## src/rtl/mac_seq_pkg.sv

```systemverilog
// Shared types and constants for the halfband MAC phase sequencer.
package mac_seq_pkg;

  typedef enum logic {
    IDLE  = 1'b0,
    ISSUE = 1'b1
  } state_t;

  typedef struct packed {
    logic valid;
    logic first;
    logic last;
  } tag_t;

  // A one-tap filter still needs a 1-bit select.
  function automatic int sel_width(input int num_taps);
    return (num_taps <= 2) ? 1 : $clog2(num_taps);
  endfunction

  localparam int COEF_T0     = -174;
  localparam int COEF_T1     = 1637;
  localparam int COEF_T2     = -7962;
  localparam int COEF_T3     = 39267;
  localparam int COEF_CENTER = 65536;

endpackage

```

## src/rtl/mac_seq_if.sv

```systemverilog
// Sequencer <-> enable-generator / MAC datapath signal bundle.
// Coefficient config signals exist only with MAC_SEQ_COEFF_RAM_EN defined.
interface mac_seq_if #(
  parameter int SEL_W = 2
`ifdef MAC_SEQ_COEFF_RAM_EN
 ,parameter int COEFF_W = 18
`endif
);

  logic             sample_valid;
  logic             in_ready;
  logic [SEL_W-1:0] tap_sel;
  logic             tap_valid;
  logic             center_en;
  logic             acc_load;
  logic             acc_en;
  logic             y_load;
  logic             busy;
  logic             overrun;
  logic             overrun_clr;
`ifdef MAC_SEQ_COEFF_RAM_EN
  logic               cfg_we;
  logic [SEL_W-1:0]   cfg_addr;
  logic [COEFF_W-1:0] cfg_data;
  logic [COEFF_W-1:0] coeff;
  logic               cfg_err;

  modport master (
    output sample_valid, overrun_clr, cfg_we, cfg_addr, cfg_data,
    input  in_ready, tap_sel, tap_valid, center_en, acc_load, acc_en,
           y_load, busy, overrun, coeff, cfg_err
  );
  modport slave (
    input  sample_valid, overrun_clr, cfg_we, cfg_addr, cfg_data,
    output in_ready, tap_sel, tap_valid, center_en, acc_load, acc_en,
           y_load, busy, overrun, coeff, cfg_err
  );
`else
  modport master (
    output sample_valid, overrun_clr,
    input  in_ready, tap_sel, tap_valid, center_en, acc_load, acc_en,
           y_load, busy, overrun
  );
  modport slave (
    input  sample_valid, overrun_clr,
    output in_ready, tap_sel, tap_valid, center_en, acc_load, acc_en,
           y_load, busy, overrun
  );
`endif

endinterface

```

## src/rtl/mac_tag_pipe.sv

```systemverilog
// DEPTH-stage {valid, first, last} delay line matched to the MAC datapath.
// Shifts every clock; o_any_valid flags any product still in flight.
module mac_tag_pipe
  import mac_seq_pkg::*;
#(
  parameter int DEPTH = 4
) (
  input  logic clk,
  input  logic reset_n,
  input  tag_t i_tag,
  output tag_t o_tag,
  output logic o_any_valid
);

  tag_t r_stage [DEPTH];

  always_ff @(posedge clk or negedge reset_n) begin
    if (!reset_n) begin
      for (int i = 0; i < DEPTH; i++) r_stage[i] <= '0;
    end else begin
      r_stage[0] <= i_tag;
      for (int i = 1; i < DEPTH; i++) r_stage[i] <= r_stage[i-1];
    end
  end

  assign o_tag = r_stage[DEPTH-1];

  always_comb begin
    o_any_valid = 1'b0;
    for (int i = 0; i < DEPTH; i++) o_any_valid = o_any_valid | r_stage[i].valid;
  end

endmodule

```

## src/rtl/mac_phase_sequencer.sv

```systemverilog
// Issues one tap select per clock per sample strobe and drives accumulator/output strobes
// through a tag pipe matched to the datapath. Optional coefficient RAM: MAC_SEQ_COEFF_RAM_EN.
module mac_phase_sequencer
  import mac_seq_pkg::*;
#(
  parameter int NUM_TAPS   = 4,
  parameter int PIPE_DELAY = 4,
  parameter int SEL_W      = sel_width(NUM_TAPS)
`ifdef MAC_SEQ_COEFF_RAM_EN
 ,parameter int COEFF_W    = 18
`endif
) (
  input  logic      clk,
  input  logic      reset_n,
  mac_seq_if.slave  bus
);

  localparam logic [SEL_W-1:0] LAST_SEL = SEL_W'(NUM_TAPS - 1);

  state_t           r_state;
  logic [SEL_W-1:0] r_cnt;
  logic             r_center_en;
  logic             r_in_ready;
  logic             r_overrun;
  logic             r_y_load;

  logic             w_accept;
  logic             w_last;
  logic [SEL_W-1:0] w_cnt_inc;
  logic             w_busy;
  logic             w_tags_live;
  tag_t             w_tag_in;
  tag_t             w_tag_out;

  assign w_accept  = bus.sample_valid & r_in_ready;
  assign w_last    = (r_cnt == LAST_SEL);
  assign w_cnt_inc = r_cnt + SEL_W'(1);

  // in_ready/center_en are precomputed for the cycle the counter will hold next.
  always_ff @(posedge clk or negedge reset_n) begin
    if (!reset_n) begin
      r_state     <= IDLE;
      r_cnt       <= '0;
      r_center_en <= 1'b0;
      r_in_ready  <= 1'b1;
      r_overrun   <= 1'b0;
      r_y_load    <= 1'b0;
    end else begin
      if (w_accept) begin
        r_state     <= ISSUE;
        r_cnt       <= '0;
        r_center_en <= (LAST_SEL == '0);
        r_in_ready  <= (LAST_SEL == '0);
      end else if (r_state == ISSUE && !w_last) begin
        r_cnt       <= w_cnt_inc;
        r_center_en <= (w_cnt_inc == LAST_SEL);
        r_in_ready  <= (w_cnt_inc == LAST_SEL);
      end else begin
        r_state     <= IDLE;
        r_cnt       <= '0;
        r_center_en <= 1'b0;
        r_in_ready  <= 1'b1;
      end

      if (bus.sample_valid && !r_in_ready) r_overrun <= 1'b1;
      else if (bus.overrun_clr)            r_overrun <= 1'b0;

      r_y_load <= w_tag_out.valid & w_tag_out.last;
    end
  end

  assign w_tag_in.valid = (r_state == ISSUE);
  assign w_tag_in.first = (r_cnt == '0);
  assign w_tag_in.last  = w_last;

  mac_tag_pipe #(
    .DEPTH (PIPE_DELAY)
  ) u_tag_pipe (
    .clk         (clk),
    .reset_n     (reset_n),
    .i_tag       (w_tag_in),
    .o_tag       (w_tag_out),
    .o_any_valid (w_tags_live)
  );

  assign w_busy = (r_state != IDLE) | w_tags_live | r_y_load;

  assign bus.in_ready  = r_in_ready;
  assign bus.tap_sel   = r_cnt;
  assign bus.tap_valid = (r_state == ISSUE);
  assign bus.center_en = r_center_en;
  assign bus.acc_load  = w_tag_out.valid & w_tag_out.first;
  assign bus.acc_en    = w_tag_out.valid & ~w_tag_out.first;
  assign bus.y_load    = r_y_load;
  assign bus.busy      = w_busy;
  assign bus.overrun   = r_overrun;

`ifdef MAC_SEQ_COEFF_RAM_EN
  logic [COEFF_W-1:0] r_coef [NUM_TAPS];
  logic               r_cfg_err;
  logic               w_cfg_bad;

  // Coefficients may only change between samples so a product never mixes old and new sets.
  assign w_cfg_bad = bus.cfg_we & (w_busy | (int'(bus.cfg_addr) >= NUM_TAPS));

  always_ff @(posedge clk or negedge reset_n) begin
    if (!reset_n) begin
      for (int i = 0; i < NUM_TAPS; i++) r_coef[i] <= '0;
      r_cfg_err <= 1'b0;
    end else begin
      if (bus.cfg_we && !w_cfg_bad) r_coef[bus.cfg_addr] <= bus.cfg_data;
      if (w_cfg_bad)                r_cfg_err <= 1'b1;
      else if (bus.overrun_clr)     r_cfg_err <= 1'b0;
    end
  end

  assign bus.coeff   = r_coef[r_cnt];
  assign bus.cfg_err = r_cfg_err;
`endif

endmodule

```

## src/flat_wrapper.sv

```systemverilog
// flat-port wrapper written by rule: the top's interface ports become plain ports
module mac_phase_sequencer_flat import mac_seq_pkg::*;
#(
  parameter int NUM_TAPS   = 4,
  parameter int PIPE_DELAY = 4,
  parameter int SEL_W      = sel_width(NUM_TAPS)

)
  (clk, reset_n, bus_sample_valid, bus_overrun_clr, bus_in_ready, bus_tap_sel, bus_tap_valid, bus_center_en, bus_acc_load, bus_acc_en, bus_y_load, bus_busy, bus_overrun);
  mac_seq_if #(.SEL_W(SEL_W)) bus_i ();
  input  logic clk;
  input  logic reset_n;
  input wire logic [$bits(bus_i.sample_valid)-1:0] bus_sample_valid;
  input wire logic [$bits(bus_i.overrun_clr)-1:0] bus_overrun_clr;
  output wire logic [$bits(bus_i.in_ready)-1:0] bus_in_ready;
  output wire logic [$bits(bus_i.tap_sel)-1:0] bus_tap_sel;
  output wire logic [$bits(bus_i.tap_valid)-1:0] bus_tap_valid;
  output wire logic [$bits(bus_i.center_en)-1:0] bus_center_en;
  output wire logic [$bits(bus_i.acc_load)-1:0] bus_acc_load;
  output wire logic [$bits(bus_i.acc_en)-1:0] bus_acc_en;
  output wire logic [$bits(bus_i.y_load)-1:0] bus_y_load;
  output wire logic [$bits(bus_i.busy)-1:0] bus_busy;
  output wire logic [$bits(bus_i.overrun)-1:0] bus_overrun;
  assign bus_i.sample_valid = bus_sample_valid;
  assign bus_i.overrun_clr = bus_overrun_clr;
  assign bus_in_ready = bus_i.in_ready;
  assign bus_tap_sel = bus_i.tap_sel;
  assign bus_tap_valid = bus_i.tap_valid;
  assign bus_center_en = bus_i.center_en;
  assign bus_acc_load = bus_i.acc_load;
  assign bus_acc_en = bus_i.acc_en;
  assign bus_y_load = bus_i.y_load;
  assign bus_busy = bus_i.busy;
  assign bus_overrun = bus_i.overrun;
  mac_phase_sequencer #(.NUM_TAPS(NUM_TAPS), .PIPE_DELAY(PIPE_DELAY), .SEL_W(SEL_W)) u_core (.clk(clk), .reset_n(reset_n), .bus(bus_i));
endmodule
```

## config.mk

```make
export PLATFORM = sky130hd
export DESIGN_NAME = mac_phase_sequencer_flat
export DESIGN_NICKNAME = d
export VERILOG_FILES = /design/src/rtl/mac_seq_pkg.sv /design/src/rtl/mac_seq_if.sv /design/src/rtl/mac_tag_pipe.sv /design/src/rtl/mac_phase_sequencer.sv /design/src/flat_wrapper.sv
export SDC_FILE = /design/constraint.sdc
export NUM_CORES = 1
export LEC_CHECK = 0
export BUFFER_PORTS_ARGS = -buffer_cell sky130_fd_sc_hd__buf_2
export CAP_MARGIN = 20
export CELL_PAD_IN_SITES_DETAIL_PLACEMENT = 0
export CELL_PAD_IN_SITES_GLOBAL_PLACEMENT = 2
export CORE_ASPECT_RATIO = 1.5
export CORE_MARGIN = 5
export CORE_UTILIZATION = 30
export CTS_CLUSTER_DIAMETER = 30
export DETAILED_ROUTE_END_ITERATION = 12
export GPL_TIMING_DRIVEN = 0
export HOLD_SLACK_MARGIN = 0.02
export PLACE_DENSITY_LB_ADDON = 0.1
export SLEW_MARGIN = 15
export SYNTH_ARGS = -nofsm -noshare
export SYNTH_HDL_FRONTEND = slang
export SYNTH_SLANG_ARGS = --single-unit
```

## constraint.sdc

```tcl
create_clock -name clk -period 1 [get_ports clk]
set_input_delay 0.15 -clock clk [delete_from_list [all_inputs] [get_ports clk]]
set_output_delay 0.15 -clock clk [all_outputs]
set_load 0.03 [all_outputs]
```

======== After elaboration in Yosys (flattened, before gate mapping) ========
Cells that the tools add are included.
operators by class
  add/subtract/negate cells ............... 1
  equal/unequal tests ..................... 3
  multiplexer cells ....................... 10
  bitwise gates (word level) .............. 10
  reductions and logical operators ........ 6
operator list
  operator                                        count
  2-to-1 mux 1 bit                                8
  bitwise OR 1 bit                                5
  AND 1 bit                                       4
  == test 2 bit (second input constant)           2
  2-to-1 mux 2 bit                                2
  adder 2 x 1 -> 2 bit (second input constant)    1
  logical AND 1 bit                               2
  zero test 1 bit                                 2
  zero test 2 bit                                 1
  != test 2 x 1 -> 1 bit (second input constant)  1
  nonzero test 2 bit                              1
  NOT 1 bit                                       1
storage, ports and cells
  bits in registers ....................... 19
  input bits .............................. 4
  word-level logic and storage cells ...... 48

======== Logic depth before layout (Yosys ltp) ========
Gate-level depths: netlist of run 1.
  word-level depth ........................ 5
  depth in mapped cells ................... 3

======== Modules after synthesis ========
A second synthesis of run 1 with hierarchy kept.
unflattened totals
  cell total of the unflattened synthesis .. 43
  area total of the unflattened synthesis .. 639.4 um^2
by module, submodules not included
  module               instances  cells each  area each (um^2)  seq. area each (um^2)
  mac_tag_pipe         1          16          330.3             300.3
  mac_phase_sequencer  1          27          309.0             176.4

======== Worst setup path after synthesis of run 1 ========
OpenSTA, ideal clock, no wires.
  kind .................................... register to register
  start point ............................. reg u_core.r_cnt[0], in the netlist u_core.bus.tap_sel[0]
  end point ............................... reg u_core.r_in_ready, in the netlist u_core.bus.in_ready
  arrival time ............................ 1.104 ns
  data required time ...................... 0.923 ns
  slack ................................... -0.182 ns
  stages on the path, launching flop included .. 4
  path buffers ............................ 0
  path through ............................ dfrtp_1 ha_1 nand2b_1 o21a_1
RTL lines
  what                    line                       source
  start, declared         mac_phase_sequencer.sv:21  logic [SEL_W-1:0] r_cnt;
  start signal, assigned  mac_phase_sequencer.sv:55  r_cnt <= w_cnt_inc;
  end signal, assigned    mac_phase_sequencer.sv:53  r_in_ready <= (LAST_SEL == '0);
  end signal, assigned    mac_phase_sequencer.sv:57  r_in_ready <= (w_cnt_inc == LAST_SEL);
  end, declared           mac_phase_sequencer.sv:23  logic r_in_ready;

======== Worst setup path in the final report of run 1 ========
  start point ............................. reg u_core.u_tag_pipe.r_stage[8] (netlist name)
  end point ............................... out bus_busy
between the ends
  cells in the longest elaborated chain, start to end .. 5
RTL lines
  what                           line                       source
  start, declared                mac_tag_pipe.sv:15         tag_t r_stage [DEPTH];
  bitwise OR 1 bit (3 in a row)  mac_tag_pipe.sv:30         for (int i = 0; i < DEPTH; i++) o_any_valid = o_any_valid | r_stage[i].valid;
  bitwise OR 1 bit (2 in a row)  mac_phase_sequencer.sv:86  assign w_busy = (r_state != IDLE) | w_tags_live | r_y_load;
  end, declared                  flat_wrapper.sv:22         output wire logic [$bits(bus_i.busy)-1:0] bus_busy;
Every way passes these cells.

==> results of run 1 <==
==> per-layer routing <==
metal	vias to the layer above	routed length, um	global-route usage
li1	176	-	-
met2	8	645	0.138
met3	2	52	0.0247
met4	0	13	0.0519
met1	189	399	0.0947
met5	-	0	0
==> worst paths after layout <==
path | start | endpoint | slack, ps | depth (start not counted)
max in group asynchronous | reset_n | u_core.bus.in_ready$_DFF_PN1_ | 350 | 2
min in group asynchronous | reset_n | u_core.u_tag_pipe.o_tag[1]$_DFF_PN0_ | 320 | 2
max reg2reg | u_core.bus.tap_valid$_DFFE_PN0P_ | u_core.bus.center_en$_DFF_PN0_ | -40 | 4
max | u_core.u_tag_pipe.r_stage[8]$_DFF_PN0_ | bus_busy | -320 | 3
min | bus_overrun_clr | u_core.bus.overrun$_DFFE_PN0P_ | 50 | 2
min reg2reg | u_core.u_tag_pipe.r_stage[10]$_DFF_PN0_ | u_core.u_tag_pipe.r_stage[7]$_DFF_PN0_ | 360 | 0
==> cell type report <==
cell class / count / area share
clock buffer: 4 / 0.0285
multi-input combinational: 18 / 0.199
sequential: 19 / 0.522
tap: 22 / 0.0298
timing repair buffer: 20 / 0.202
inverter: 4 / 0.0190
==> metrics by stage <==
stage          hold slack (ps)  cells  setup WS [ps]  total power, W  cell area [sq um]
2_1_floorplan             -146     41          -52.4         0.00184                649
3_3_place_gp              86.8     76          -4.02         0.00208                742
3_5_place_dp               107     76          -33.2         0.00212                742
4_1_cts                   31.8     85           -349         0.00288                890
5_1_grt                   49.9     87           -397         0.00313                923
6_report                  45.4     87           -318         0.00295                923
==> registers in the layout (all words and copies together), names as in the netlist <==
name	flops
u_core.u_tag_pipe.r_stage	9
u_core.u_tag_pipe.o_tag	3
u_core.bus.tap_sel	2
u_core.bus.center_en	1
u_core.bus.in_ready	1
u_core.bus.overrun	1
u_core.bus.tap_valid	1
u_core.bus.y_load	1
==> cell usage in the layout (no fill, tap or decap) <==
| cell | netlist | layout |
|---|---|---|
| buf_2 | 0 | 3 |
| dfrtp_2 | 0 | 4 |
| dfrtp_1 | 18 | 14 |
| nor4_2 | 0 | 1 |
| buf_4 | 0 | 5 |
| inv_2 | 0 | 1 |
| clkbuf_4 | 0 | 3 |
| ha_1 | 3 | 1 |
| and2_1 | 2 | 1 |
| dlygate4sd3_1 | 0 | 1 |
| and3_4 | 0 | 2 |
| nand2_2 | 0 | 1 |
| o21a_1 | 1 | 1 |
| nor2b_1 | 1 | 1 |
| nor2b_4 | 1 | 1 |
| dfstp_2 | 1 | 1 |
| o22ai_1 | 1 | 1 |
| nor2_1 | 1 | 1 |
| and3_1 | 3 | 1 |
| buf_6 | 0 | 11 |
| clkbuf_1 | 0 | 1 |
| nand2_1 | 3 | 2 |
| inv_1 | 4 | 2 |
| inv_4 | 0 | 1 |
| nand2b_4 | 0 | 1 |
| ha_4 | 0 | 2 |
| and2_4 | 0 | 1 |
==> power groups by stage <==
stage	clock network [W]	logic, W	registers (W)
4_1_cts	0.000379	0.00122	0.00129
2_1_floorplan	0	0.000381	0.00146
6_report	0.000362	0.00129	0.00130
3_3_place_gp	0	0.000814	0.00127
5_1_grt	0.000406	0.00138	0.00134
3_5_place_dp	0	0.000824	0.00130
==> what timing repair did <==
action / in CTS / in global routing
setup buffers: 4 / 3
pin swaps: 5 / 2
setup endpoints to repair: 10 / 14
resized for setup: 21 / 10
cloned: 0 / 0
hold buffers: 1 / 0
hold endpoints to repair: 18 / 0
==> kinds of logic after synthesis <==
kind of cell,Yosys count,share of synthesized area
AO/OA/AOI/OAI,2,0.0221
flip-flops,19,0.767
AND/OR/NAND/NOR,13,0.127
buffers and inverters,4,0.0241
adder cells (fa/ha/maj),3,0.0604
==> flow_summary.toml, run 1 <==
[pwr]
combPwrFrac = 0.437
power_density_nw_per_um2 = 3190
seq_power_share = 0.440
ir_drop_mv = 1.73
internal_power_w = 0.00191
power_switching_w = 0.00103
p_sw_frac = 0.351
leakagePower_nw = 0.435
clkPwrFrac = 0.123

[clock_tree]
cts-root-buf = "clkbuf_4"
clock_sinks = 19
htree_num_levels = 1
path_clk_slew_ps = 90
insertion_delay_ps = 280
numCtsBuffers = 3
clock_path_buffers = 2
cts_tree = "done"

[global_route]
grt-ovfl-total = 0
grt_pass1_wl_um = 1810
grt_usage = 0.0856
grt_max_degree = 20
antenna_found_initial = 0
grt_pass1_vias = 424

[die]
placementRows = 20
initial_core_util = 0.311
ios = 14
die_y_um = 65.8
die_w_um = 47.2
coreArea_sq_um = 2000
die-area_sq_um = 3100

[timing]
fmax_mhz = 759
drv_slew = 0
worst_clock_skew_ps = 3.36
final.min_clock_period_ps = 1320
hold_viol_final = 0
tightest_slew_ps = 418
rsz0062_at_grt = "true"
finalWorstSetupSlack_ps = -318
setup_viol = 11
setup_tns_ps = -1040
finalCritPeriodShare = 1.32
relSlewSlack = 0.722

[synth]
synth_area_leader_cell = "dfrtp_1"
ys_types = 14
ys_seq_area_frac = 0.767
synth_top_area_share = 0.724
synth_area_sq_um = 622
yosysWarnings = 0
synth-edff-count = 0
synth.net_count = 48
ys_top_cells_by_count = "dfrtp_1 (18), inv_1 (4), and3_1 (3), ha_1 (3), nand2_1 (3)"
synth.avg_cell_area_sq_um = 15.2
yosysMostFrequentCell = "dfrtp_1"
synth_ff_type = "dfrtp_1"
syn_inst = 41
async_flop_share = 1.00
synth_area_leaders = "dfrtp_1 (72%), ha_1 (6.0%), dfstp_2 (4.2%)"
ys_ff_latch = 19

[critical_path]
critPathMaxStageDelay_ps = 400
start_kind = "flip-flop"
critPathMaxFanout = 2
arrival_ps = 1170
critPathCaptureType = "output pin"
cp_top_family = "flip-flops"
worstPathCellList = "nor4_2 > nand2_1 > buf_6"
cpMaxStageDelayCell = "dfrtp_1"
critPathRequiredTime_ps = 850
path_buf_inv = 1
crit_type = "flip-flop to output pin"

[outcome]
status = "complete, but fails checks"
violations = "negative setup slack"

[layout]
final_nets = 73
antennaDiodeCount = 0
multiInputGateArea_sq_um = 184
drive_gt1_frac = 0.585
fin_util = 0.461
seqCellArea_sq_um = 482
syn2layout_area_growth_pct = 48.5
fillers = 195

[route]
drc = 0
vias_per_cell = 4.31
ant_nets = 0
drt_iter0_drc = 2
vias = 375
wirelength_um = 1110
dr.pass1.iters = 2
drt-wirelength-per-cell_um = 12.8

[placed_design]
post-dp-hpwl_um = 780
place.gp.congestion = 0.661
io_buffers = 13

[run]
maxCapViolCount = 0

[worst_hold_path]
hp-class = "input port to flip-flop"
(Power assumes the default switching activity.)
==> inputs of run 2 (changes only) <==
--- a/config.mk
+++ b/config.mk
@@ -5,7 +5,7 @@
 export SDC_FILE = /design/constraint.sdc
 export NUM_CORES = 1
 export LEC_CHECK = 0
-export BUFFER_PORTS_ARGS = -buffer_cell sky130_fd_sc_hd__buf_2
+export BUFFER_PORTS_ARGS = -buffer_cell sky130_fd_sc_hd__clkbuf_2
 export CAP_MARGIN = 20
 export CELL_PAD_IN_SITES_DETAIL_PLACEMENT = 0
 export CELL_PAD_IN_SITES_GLOBAL_PLACEMENT = 2
==> run 2 against run 1 <==
The run still ends with negative setup slack left; fmax is 1.9% lower; cell count is 3.4% lower; worst setup slack worse by 26 ps; sequential share of layout area is 0.94 points higher; design area is 1.8% lower; critical path type unchanged; total power is 2.1% lower; global-route usage is 0.28 points lower; via count is 2.1% lower.
==> flow_summary.toml, run 2 (synthesis results as in run 1) <==
[die]
placementRows = 20
die_w_um = 47.2
die_y_um = 65.8
initial_core_util = 0.311
ios = 14
die-area_sq_um = 3100
coreArea_sq_um = 2000

[timing]
hold_ws_ps = 49.2
drv_slew = 0
hold_viol_final = 0
rsz0062_at_grt = "true"
final.min_clock_period_ps = 1340
setup_viol = 12
setup_tns_ps = -917
worst_clock_skew_ps = 4.50
finalCritPeriodShare = 1.34
fmax_mhz = 744
finalWorstSetupSlack_ps = -344
tightest_slew_ps = 451
relSlewSlack = 0.699

[critical_path]
critPathRequiredTime_ps = 850
crit_type = "flip-flop to output pin"
worstPathCellList = "nor4_2 > nand2_1 > clkbuf_8"
critPathMaxFanout = 2
arrival_ps = 1190
critPathMaxStageDelay_ps = 420
critPathCaptureType = "output pin"
start_kind = "flip-flop"
cpMaxStageDelayCell = "dfrtp_2"

[global_route]
grt-ovfl-total = 0
grt_pass1_wl_um = 1780
grt_pass1_vias = 421
grt_max_degree = 20
antenna_found_initial = 0
grt_usage = 0.0828

[placed_design]
io_buffers = 13
post-dp-hpwl_um = 770
dp.cells = 76
place.gp.congestion = 0.663
pre_cts_ws_ps = -50.9

[clock_tree]
htree_num_levels = 1
path_clk_slew_ps = 90
clock_path_buffers = 2
numCtsBuffers = 3
cts_tree = "done"
insertion_delay_ps = 280
cts-root-buf = "clkbuf_4"
clock_sinks = 19

[layout]
final_nets = 70
drive_gt1_frac = 0.532
syn2layout_area_growth_pct = 45.9
fillers = 197
antennaDiodeCount = 0
final_cell_mix = "dfrtp_1 (14), buf_8 (6), clkbuf_4 (4), buf_4 (4), dfrtp_2 (4)"
seqCellArea_sq_um = 482
multiInputGateArea_sq_um = 179
regMostFlops = "u_core.u_tag_pipe.r_stage"
largest_reg_flops = 9
fin_cells = 84
layout_commonest_cell = "dfrtp_1"

[outcome]
violations = "negative setup slack"
status = "complete, but fails checks"

[run]
maxCapViolCount = 0

[route]
vias_per_cell = 4.37
ant_nets = 0
drc = 0
drt-wirelength-per-cell_um = 12.5
wirelength_um = 1050
dr.pass1.iters = 1
vias = 367
drt_iter0_drc = 0

[pwr]
power_density_nw_per_um2 = 3180
leakagePower_nw = 0.435
ir_drop_mv = 1.39
power_w = 0.00289

[worst_hold_path]
hp-class = "input port to flip-flop"
-- run 2: per-layer routing --
metal	vias up	GRT usage	wire, um	share of wire
met3	2	0.0247	46	0.044
met4	0	0.0519	13	0.012
met1	184	0.0892	388	0.37
li1	173	-	-	-
met5	-	0	0	0
met2	8	0.134	598	0.57
-- run 2: metrics by stage --
step                 util  cell area (sq um)
floorplan               -                649
global placement    0.371                742
detailed placement  0.371                742
CTS                 0.441                883
global route        0.453                907
finish              0.453                907
-- run 2: critical path, delay by kind of cell, from the launching register on --
kind / cells / cell delay (ps)
DFF: 1 / 420
and+or+nand+nor: 2 / 340
buffers and inverters: 1 / 160
-- run 2: final timing paths --
path	startpoint	end	slack, ps	cells after the start
min in group asynchronous	reset_n	u_core.u_tag_pipe.o_tag[1]$_DFF_PN0_	340	2
max in group asynchronous	reset_n	u_core.bus.in_ready$_DFF_PN1_	320	2
setup reg to reg	u_core.bus.tap_sel[1]$_DFF_PN0_	u_core.bus.in_ready$_DFF_PN1_	-20	3
hold reg to reg	u_core.u_tag_pipe.r_stage[10]$_DFF_PN0_	u_core.u_tag_pipe.r_stage[7]$_DFF_PN0_	360	0
hold / removal	bus_overrun_clr	u_core.bus.overrun$_DFFE_PN0P_	50	2
setup / recovery	u_core.bus.y_load$_DFF_PN0_	bus_busy	-340	3
-- run 2: area by class of cell --
class                           instances  area share
Sequential cell                        19       0.531
Timing Repair Buffer                   17       0.196
Clock buffer                            4      0.0290
Tap cell                               22      0.0303
Multi-Input combinational cell         18       0.197
Inverter                                4      0.0166
-- run 2: timing repair --
| item | 4_1_cts | 5_1_grt |
|---|---|---|
| resized for setup | 19 | 13 |
| hold endpoints to repair | 18 | 0 |
| setup buffers | 2 | 1 |
| endpoints found under the setup margin | 10 | 14 |
| hold buffers | 1 | 0 |
| pin swaps | 3 | 1 |
-- run 2: where the power goes --
group / switching [W] / internal [W] / total, W
clock: 0.000200 / 0.000155 / 0.000355
sequential: 0.000224 / 0.00108 / 0.00131
combinational: 0.000588 / 0.000634 / 0.00122
